**config.mk**
```make
export PLATFORM = sky130hd
export DESIGN_NAME = fir_sample_driver
export DESIGN_NICKNAME = d
export VERILOG_FILES = /design/src/rtl/fir_sample_driver.sv
export SDC_FILE = /design/constraint.sdc
export NUM_CORES = 1
export LEC_CHECK = 0
export ABC_AREA = 1
export ABC_CLOCK_PERIOD_IN_PS = 2700
export CAP_MARGIN = 25
export CORE_MARGIN = 3
export CORE_UTILIZATION = 40
export DETAILED_ROUTE_END_ITERATION = 8
export GPL_TIMING_DRIVEN = 0
export PLACE_DENSITY_LB_ADDON = 0.12
export RECOVER_POWER = 25
export SETUP_SLACK_MARGIN = 0.4
export SYNTH_ARGS = -nofsm -noshare
export SYNTH_HDL_FRONTEND = slang
export SYNTH_SLANG_ARGS = --single-unit
export TNS_END_PERCENT = 5
```
**constraint.sdc**
```tcl
create_clock -name clk -period 2.7 [get_ports clk]
set_input_delay 0.54 -clock clk [delete_from_list [all_inputs] [get_ports clk]]
set_output_delay 0.54 -clock clk [all_outputs]
set_load 0.01 [all_outputs]
```
**src/rtl/fir_sample_driver.sv**
```systemverilog
// Sample FIFO and handshake driver for the lowpassfir_1 filter interface.
// Optional done watchdog enabled by defining FIR_DRV_TIMEOUT_EN.
module fir_sample_driver #(
   parameter int DEPTH       = 8,
   parameter int TIMEOUT_CYC = 255
) (
   input  logic        clk,
   input  logic        reset,
   input  logic [7:0]  in_data,
   input  logic        in_valid,
   output logic        in_ready,
   output logic [7:0]  datain,
   output logic        datavalid,
   input  logic [7:0]  filtout,
   input  logic        done,
   output logic [7:0]  out_data,
   output logic        out_valid,
   input  logic        out_ready,
   output logic [15:0] result_cnt,
   output logic        timeout_err
);

   localparam int AW = $clog2(DEPTH);

   if (DEPTH < 2 || (DEPTH & (DEPTH - 1)) != 0) begin : g_bad_depth
      $error("DEPTH must be a power of 2 and >= 2");
   end
   if (TIMEOUT_CYC < 1 || TIMEOUT_CYC > 65535) begin : g_bad_to
      $error("TIMEOUT_CYC out of range");
   end

   typedef enum logic [1:0] {
      IDLE,
      WAIT,
      OUT
   } state_t;

   state_t        state;
   logic [7:0]    mem [DEPTH];
   logic [AW-1:0] wr_ptr;
   logic [AW-1:0] rd_ptr;
   logic [AW:0]   count;
   logic          done_q;
   logic          push;
   logic          pop;
   logic          done_rise;

   // in_ready depends only on the registered count, never on a same-cycle pop
   assign in_ready  = (count != (AW + 1)'(DEPTH));
   assign push      = in_valid & in_ready;
   assign pop       = (state == IDLE) && (count != '0);
   assign done_rise = done & ~done_q;

   always_ff @(posedge clk) begin
      if (push) mem[wr_ptr] <= in_data;
   end

   always_ff @(posedge clk or posedge reset) begin
      if (reset) begin
         wr_ptr <= '0;
         rd_ptr <= '0;
         count  <= '0;
      end else begin
         if (push) wr_ptr <= wr_ptr + 1'b1;
         if (pop)  rd_ptr <= rd_ptr + 1'b1;
         unique case ({push, pop})
            2'b10:   count <= count + 1'b1;
            2'b01:   count <= count - 1'b1;
            default: count <= count;
         endcase
      end
   end

`ifdef FIR_DRV_TIMEOUT_EN
   localparam logic [15:0] TO_LAST = 16'(TIMEOUT_CYC - 1);

   logic [15:0] to_cnt;
`endif

   always_ff @(posedge clk or posedge reset) begin
      if (reset) begin
         state      <= IDLE;
         done_q     <= 1'b0;
         datain     <= '0;
         datavalid  <= 1'b0;
         out_data   <= '0;
         out_valid  <= 1'b0;
         result_cnt <= '0;
`ifdef FIR_DRV_TIMEOUT_EN
         to_cnt      <= '0;
         timeout_err <= 1'b0;
`endif
      end else begin
         done_q <= done;
         unique case (state)
            IDLE: begin
               if (pop) begin
                  datain    <= mem[rd_ptr];
                  datavalid <= 1'b1;
                  state     <= WAIT;
`ifdef FIR_DRV_TIMEOUT_EN
                  to_cnt    <= '0;
`endif
               end
            end
            WAIT: begin
               if (done_rise) begin
                  out_data   <= filtout;
                  out_valid  <= 1'b1;
                  datavalid  <= 1'b0;
                  result_cnt <= result_cnt + 1'b1;
                  state      <= OUT;
`ifdef FIR_DRV_TIMEOUT_EN
               end else if (to_cnt == TO_LAST) begin
                  // a capture on the expiry cycle takes priority above
                  datavalid   <= 1'b0;
                  timeout_err <= 1'b1;
                  state       <= IDLE;
               end else begin
                  to_cnt <= to_cnt + 1'b1;
`endif
               end
            end
            OUT: begin
               if (out_ready) begin
                  out_valid <= 1'b0;
                  state     <= IDLE;
               end
            end
            default: state <= IDLE;
         endcase
      end
   end

`ifndef FIR_DRV_TIMEOUT_EN
   assign timeout_err = 1'b0;
`endif

endmodule
```
==> run summary, run 1 <==
Status: finished clean
Synth Register Bits: 111
Final Core Density: 50.9%
Worst r2r path cells: 6
Die W: 116 µm
Post-synth top area share: 39.9%
CTS tree: yes
Critical path's top delay family: buffers and inverters
Critical path arrival: 1.64 ns
Final setup vio count: 0
Row count: 39
Final ANT Viol Nets: 0
Die area: 13400 µm²
Slew Viols, Final: 0
Commonest non-fill, non-tap cells in the layout: nand2_1, nor2_1, edfxtp_1, clkdlybuf4s50_1, dfrtp_1
Vias in the first global route: 3257
Net Sw Frac: 35.7%
Placer Congestion: 0.804
Largest net degree at the start of global routing: 38
Synth Instances: 469
WL/cell: 14.4 µm
GR Layer Usage met2: 25.5%
Crit share post-route: 80.8%
Hold path cells: 2
Root buffer cell: clkbuf_16
Total clock sinks: 111
Worst hold-check path type: flop to flop
Initial antenna violation count: 0
Setup CP Type: flop to primary output
Clock edge transition at the registers on the reported setup and hold paths: 0.07 ns
NetSw: 2.21 mW
Grt ovf: 0
Final net count: 565
Unrepaired setup endpoints after global routing: no
Final min period: 2.18 ns
Worst path bufs/invs: 2
Setup TNS Final: 0 ns
Starting Density: 41.5%
Sequential power share: 39.4%
Skew-Pair Late Insertion Delay: 0.35 ns
Worst Path Max Fanout: 4
First-pass GRT wire length: 16.0 mm
Relative slew slack: 39.7%
Port bufs: 55
Clock Skew: 0.00583 ns
Num CTS Buffers: 9
Vias/cell: 4.83
GR peak layer: met2
Area contributors post-synth: edfxtp_1, dfrtp_1, nand2_1, nor2_1, o21ai_0
Number of vias in the routed layout: 3311
Grt met1 use: 20.9%
Post-synthesis sequential area ratio: 64.3%
DP Wirelength: 7.02 mm
Worst path depth: 4
Placed cell count: 668
Maximum clock insertion buffer count: 2
Initial DRC Count: 206
Max stage delay on crit path: 0.50 ns
Worst Tran Pin Value: 0.904 ns
WP data required: 2.16 ns
Routed WL: 9.90 mm
Top-Level Pins: 57
Final hold vios: 0
Diodes inserted: 0
Critical path, cell by cell: nor2_2 -> buf_4 -> nand3_2 -> clkdlybuf4s50_1
Comb power frac: 36.7%
Cell variety after synth: 31
Proportion of layout cells with a drive suffix above 1: 10.3%
Max H-tree Level: 3
Drt pass-1 iters: 4
Layout Cells excl Fill: 686
VDD IR max: 0.485 mV
Syn_nets: 496
Mean post-synth cell area: 10.3 µm²
Fmax: 458 MHz
Startpoint Class: flop
Ys Warns: 0
Total Routing Usage GR: 15.7%
Slowest cell on crit path: clkdlybuf4s50_1
Clk pwr share: 23.9%
Overall die height: 116 µm
Worst setup EP type: primary output
DRC Markers: 0
Commonest non-fill, non-tap cell in the layout: nand2_1
Leading area contributor after synthesis: edfxtp_1
Max-cap violation count: 0
Internal Pwr Total: 3.99 mW
Design Power: 6.20 mW
Met3 Track Usage GR: 3.45%
Area grow syn2layout: 22.6%
Core Footprint: 11600 µm²
Static Leak: 2.45 nW
Syn Std Cell Area: 4820 µm²
Pwr/cell area: 1050 nW/µm²
kinds of logic after synthesis:
| group | count (synthesis) | share of synthesized area (%) |
|---|---|---|
| simple gates | 246 | 22.4 |
| compound gates | 44 | 4.70 |
| fa+ha+maj | 6 | 1.56 |
| other cells | 1 | 0.0778 |
| buf+inv | 46 | 4.31 |
| flops | 111 | 64.3 |
| xor+xnor | 15 | 2.73 |
routing by layer:
metal	routed length, µm	vias to the layer above
met1	4560	1545
met4	130	0
met2	4660	84
met3	558	11
met5	0	-
li1	-	1671
worst register-to-register path, cell delays in order, from the launching register on:
cell and delay, ns:
dfrtp_1 0.42, nor2_2 0.07, buf_4 0.13, nand3_2 0.09, nand2_2 0.11, or2_4 0.27, nor2_1 0.64
power by group through the flow:
stage / Clock, mW / Combinational, mW / Sequential [mW]
after floorplan: 0 / 1.37 / 2.52
after global placement: 0 / 2.23 / 2.47
after detailed placement: 0 / 2.27 / 2.48
after CTS: 1.53 / 2.28 / 2.44
after global routing: 1.59 / 2.58 / 2.49
final: 1.48 / 2.27 / 2.44
cell usage after synthesis (all sizes together):
library cell / n
nand2: 107
nor2: 99
edfxtp: 64
dfrtp: 47
o21ai: 39
nand3: 36
inv: 29
buf: 13
xor2: 11
ha: 6
xnor2: 4
clkbuf: 3
a21oi: 2
nand4: 2
a31oi: 1
clkinv: 1
conb: 1
nand3b: 1
o21bai: 1
o31ai: 1
or2: 1
registers in the layout (all words and copies together) (netlist names):
| register | cells |
|---|---|
| rd_ptr | 3 |
| count | 4 |
| wr_ptr | 3 |
| mem | 64 |
| out_valid | 1 |
| result_cnt | 16 |
| done_q | 1 |
| out_data | 8 |
| datavalid | 1 |
| datain | 8 |
| state | 2 |
layout make-up:
| class | instances | area [µm²] |
|---|---|---|
| buffer | 16 | 92.6 |
| multi-input combinational | 312 | 1520 |
| clock buffer | 9 | 225 |
| sequential | 111 | 3100 |
| tap | 143 | 179 |
| timing repair buffer | 58 | 571 |
| fill | 1048 | 5700 |
| clock inverter | 7 | 111 |
| inverter | 30 | 115 |
per-stage QoR:
stage	worst slack (ns)	instance area (µm²)	hold slack (ns)
after floorplan	0.797	4820	0.455
after global placement	0.0135	5550	0.453
after detailed placement	0.204	5570	0.459
after CTS	0.492	5910	0.437
after global routing	0.409	5910	0.513
final	0.517	5910	0.470
timing repair:
item / 4_1_cts / 5_1_grt
setup buffers: 0 / 2
setup endpoints to repair: 0 / 1
endpoints found under the hold margin: 0 / 0
resized for setup: 0 / 1
hold buffers: 0 / 0
worst paths after layout:
kind | slack (ns) | from | end
worst max-delay path | 0.52 | count[0]$_DFFE_PP0P_ | in_ready
min in group asynchronous | 0.61 | reset | out_data[6]$_DFFE_PP0P_
worst max register to register | 0.59 | count[0]$_DFFE_PP0P_ | mem[0][7]$_DFFE_PP_
worst min-delay path | 0.47 | out_data[4]$_DFFE_PP0P_ | out_data[4]$_DFFE_PP0P_
max in group asynchronous | 0.87 | reset | result_cnt[4]$_DFFE_PP0P_
worst min register to register | 0.47 | out_data[4]$_DFFE_PP0P_ | out_data[4]$_DFFE_PP0P_
No activity file was read; power rests on OpenSTA's default activity.
==> inputs of run 2 (changes only) <==
ABC_CLOCK_PERIOD_IN_PS = 2200   (was 2700)
clock period = 2.2 ns   (was 2.7 ns; I/O delays follow)
==> run summary, run 2 (same netlist as run 1, synthesis figures left out) <==
Status: finished clean
Commonest non-fill, non-tap cells in the layout: nand2_1, nor2_1, edfxtp_1, clkdlybuf4s50_1, dfrtp_1
Largest Register: mem
Largest net degree at the start of global routing: 40
Number of flip-flops in the largest register: 64
Final ANT Viol Nets: 0
Max-cap violation count: 0
Core Footprint: 11600 µm²
Number of vias in the routed layout: 3314
Crit share post-route: 84.7%
Area grow syn2layout: 23.1%
Net Sw Frac: 36.1%
WP data required: 2.48 ns
Drt pass-1 iters: 4
Clk pwr share: 21.4%
Worst setup margin: 0.337 ns
FILL cells: 1055
Final setup vio count: 0
Comb power frac: 38.7%
Fmax: 537 MHz
Top-Level Pins: 57
Pwr/cell area: 1270 nW/µm²
Final min period: 1.86 ns
Sequential power share: 39.9%
Num CTS Buffers: 9
Port bufs: 55
Hold_buf cts: 0
Worst hold-check path type: flop to flop
Worst setup EP type: flop
DRC Markers: 0
Diodes inserted: 0
Die W: 116 µm
Design Power: 7.51 mW
Top routing layer used: met4
Critical path arrival: 2.14 ns
Relative slew slack: 35.4%
Maximum clock insertion buffer count: 2
Final net count: 566
DP Worst Slack: -0.223 ns
Grt ovf: 0
Commonest non-fill, non-tap cell in the layout: nand2_1
VDD IR max: 0.507 mV
Placer Congestion: 0.836
WHS: 0.473 ns
Met2 WL: 4.65 mm
Unrepaired setup endpoints after global routing: yes
Placed Area: 5600 µm²
Starting Density: 41.5%
Initial DRC Count: 196
Routed WL: 9.98 mm
Die area: 13400 µm²
Max H-tree Level: 3
Clock edge transition at the registers on the reported setup and hold paths: 0.07 ns
CTS tree: yes
Vias/cell: 4.82
DRT met1 WL: 4.74 mm
DP Wirelength: 7.04 mm
Setup CP Type: flop to flop
NetSw: 2.71 mW
Total Routing Usage GR: 15.9%
Proportion of layout cells with a drive suffix above 1: 12.5%
Startpoint Class: flop
Skew-Pair Late Insertion Delay: 0.35 ns
Worst Path Max Fanout: 11
Clock Skew: 0.00725 ns
Largest registers: mem (64), result_cnt (16)
Metal3 WL: 378 µm
Overall die height: 116 µm
Initial antenna violation count: 0
Final hold vios: 0
First-pass GRT wire length: 16.2 mm
Slew Viols, Final: 0
WL/cell: 14.5 µm
Row count: 39
Design Area, Final: 5930 µm²
Vias in the first global route: 3265
Worst Tran Pin Value: 0.969 ns
Total clock sinks: 111
Static Leak: 2.43 nW
Internal Pwr Total: 4.80 mW
Root buffer cell: clkbuf_16
==> run 2: worst paths after layout <==
path	from	to	slack [ns]	cells past startpoint
worst min-delay path	out_data[2]$_DFFE_PP0P_	out_data[2]$_DFFE_PP0P_	0.47	2
max in group asynchronous	reset	result_cnt[15]$_DFFE_PP0P_	0.46	3
worst min register to register	out_data[2]$_DFFE_PP0P_	out_data[2]$_DFFE_PP0P_	0.47	2
worst max register to register	count[0]$_DFFE_PP0P_	count[2]$_DFFE_PP0P_	0.34	13
min in group asynchronous	reset	count[0]$_DFFE_PP0P_	0.49	2
worst max-delay path	count[0]$_DFFE_PP0P_	count[2]$_DFFE_PP0P_	0.34	13
==> run 2: critical path, cell delays in order, from the launching register on <==
cell	delay, ns
dfrtp_1	0.41
nor2_4	0.14
nand2_1	0.08
nand3_2	0.08
inv_2	0.06
buf_8	0.14
ha_4	0.17
nand2_1	0.07
inv_1	0.06
nor2_2	0.10
ha_2	0.18
a21oi_2	0.03
xor2_1	0.15
o21ai_1	0.11
==> run 2: layout make-up <==
cell class / count / area (µm²) / area share [%]
inverter: 30 / 115 / 1.94
tap: 143 / 179 / 3.01
clock inverter: 4 / 27.5 / 0.464
multi-input combinational: 312 / 1570 / 26.4
sequential: 111 / 3100 / 52.2
timing repair buffer: 59 / 577 / 9.72
clock buffer: 12 / 268 / 4.51
buffer: 16 / 100 / 1.69
==> run 2: through the flow <==
step	utilization [%]	TNS [ns]	std cells
global route	51.1	0	687
finish	51.1	0	687
detailed placement	48.2	-5.30	668
CTS	50.8	0	684
global placement	48.0	-21.54	667
floorplan	-	0	469
==> run 2: what timing repair did <==
item | CTS | global route
pin swaps | 0 | 3
gates resized for setup | 5 | 8
endpoints found under the setup margin | 52 | 74
buffers inserted | 0 | 3
==> run 2: metal layers <==
metal | global-route usage, % | up-vias
met5 | 0 | -
met4 | 7.50 | 0
met3 | 3.19 | 14
met2 | 25.7 | 65
met1 | 20.8 | 1560
li1 | - | 1675
==> run 2: power by group through the flow <==
stage	clock network, mW	logic [mW]	registers, mW
global route	1.74	3.30	3.06
CTS	1.66	2.86	3.01
floorplan	0	1.72	3.10
detailed placement	0	2.84	3.05
finish	1.60	2.91	3.00
global placement	0	2.77	3.03
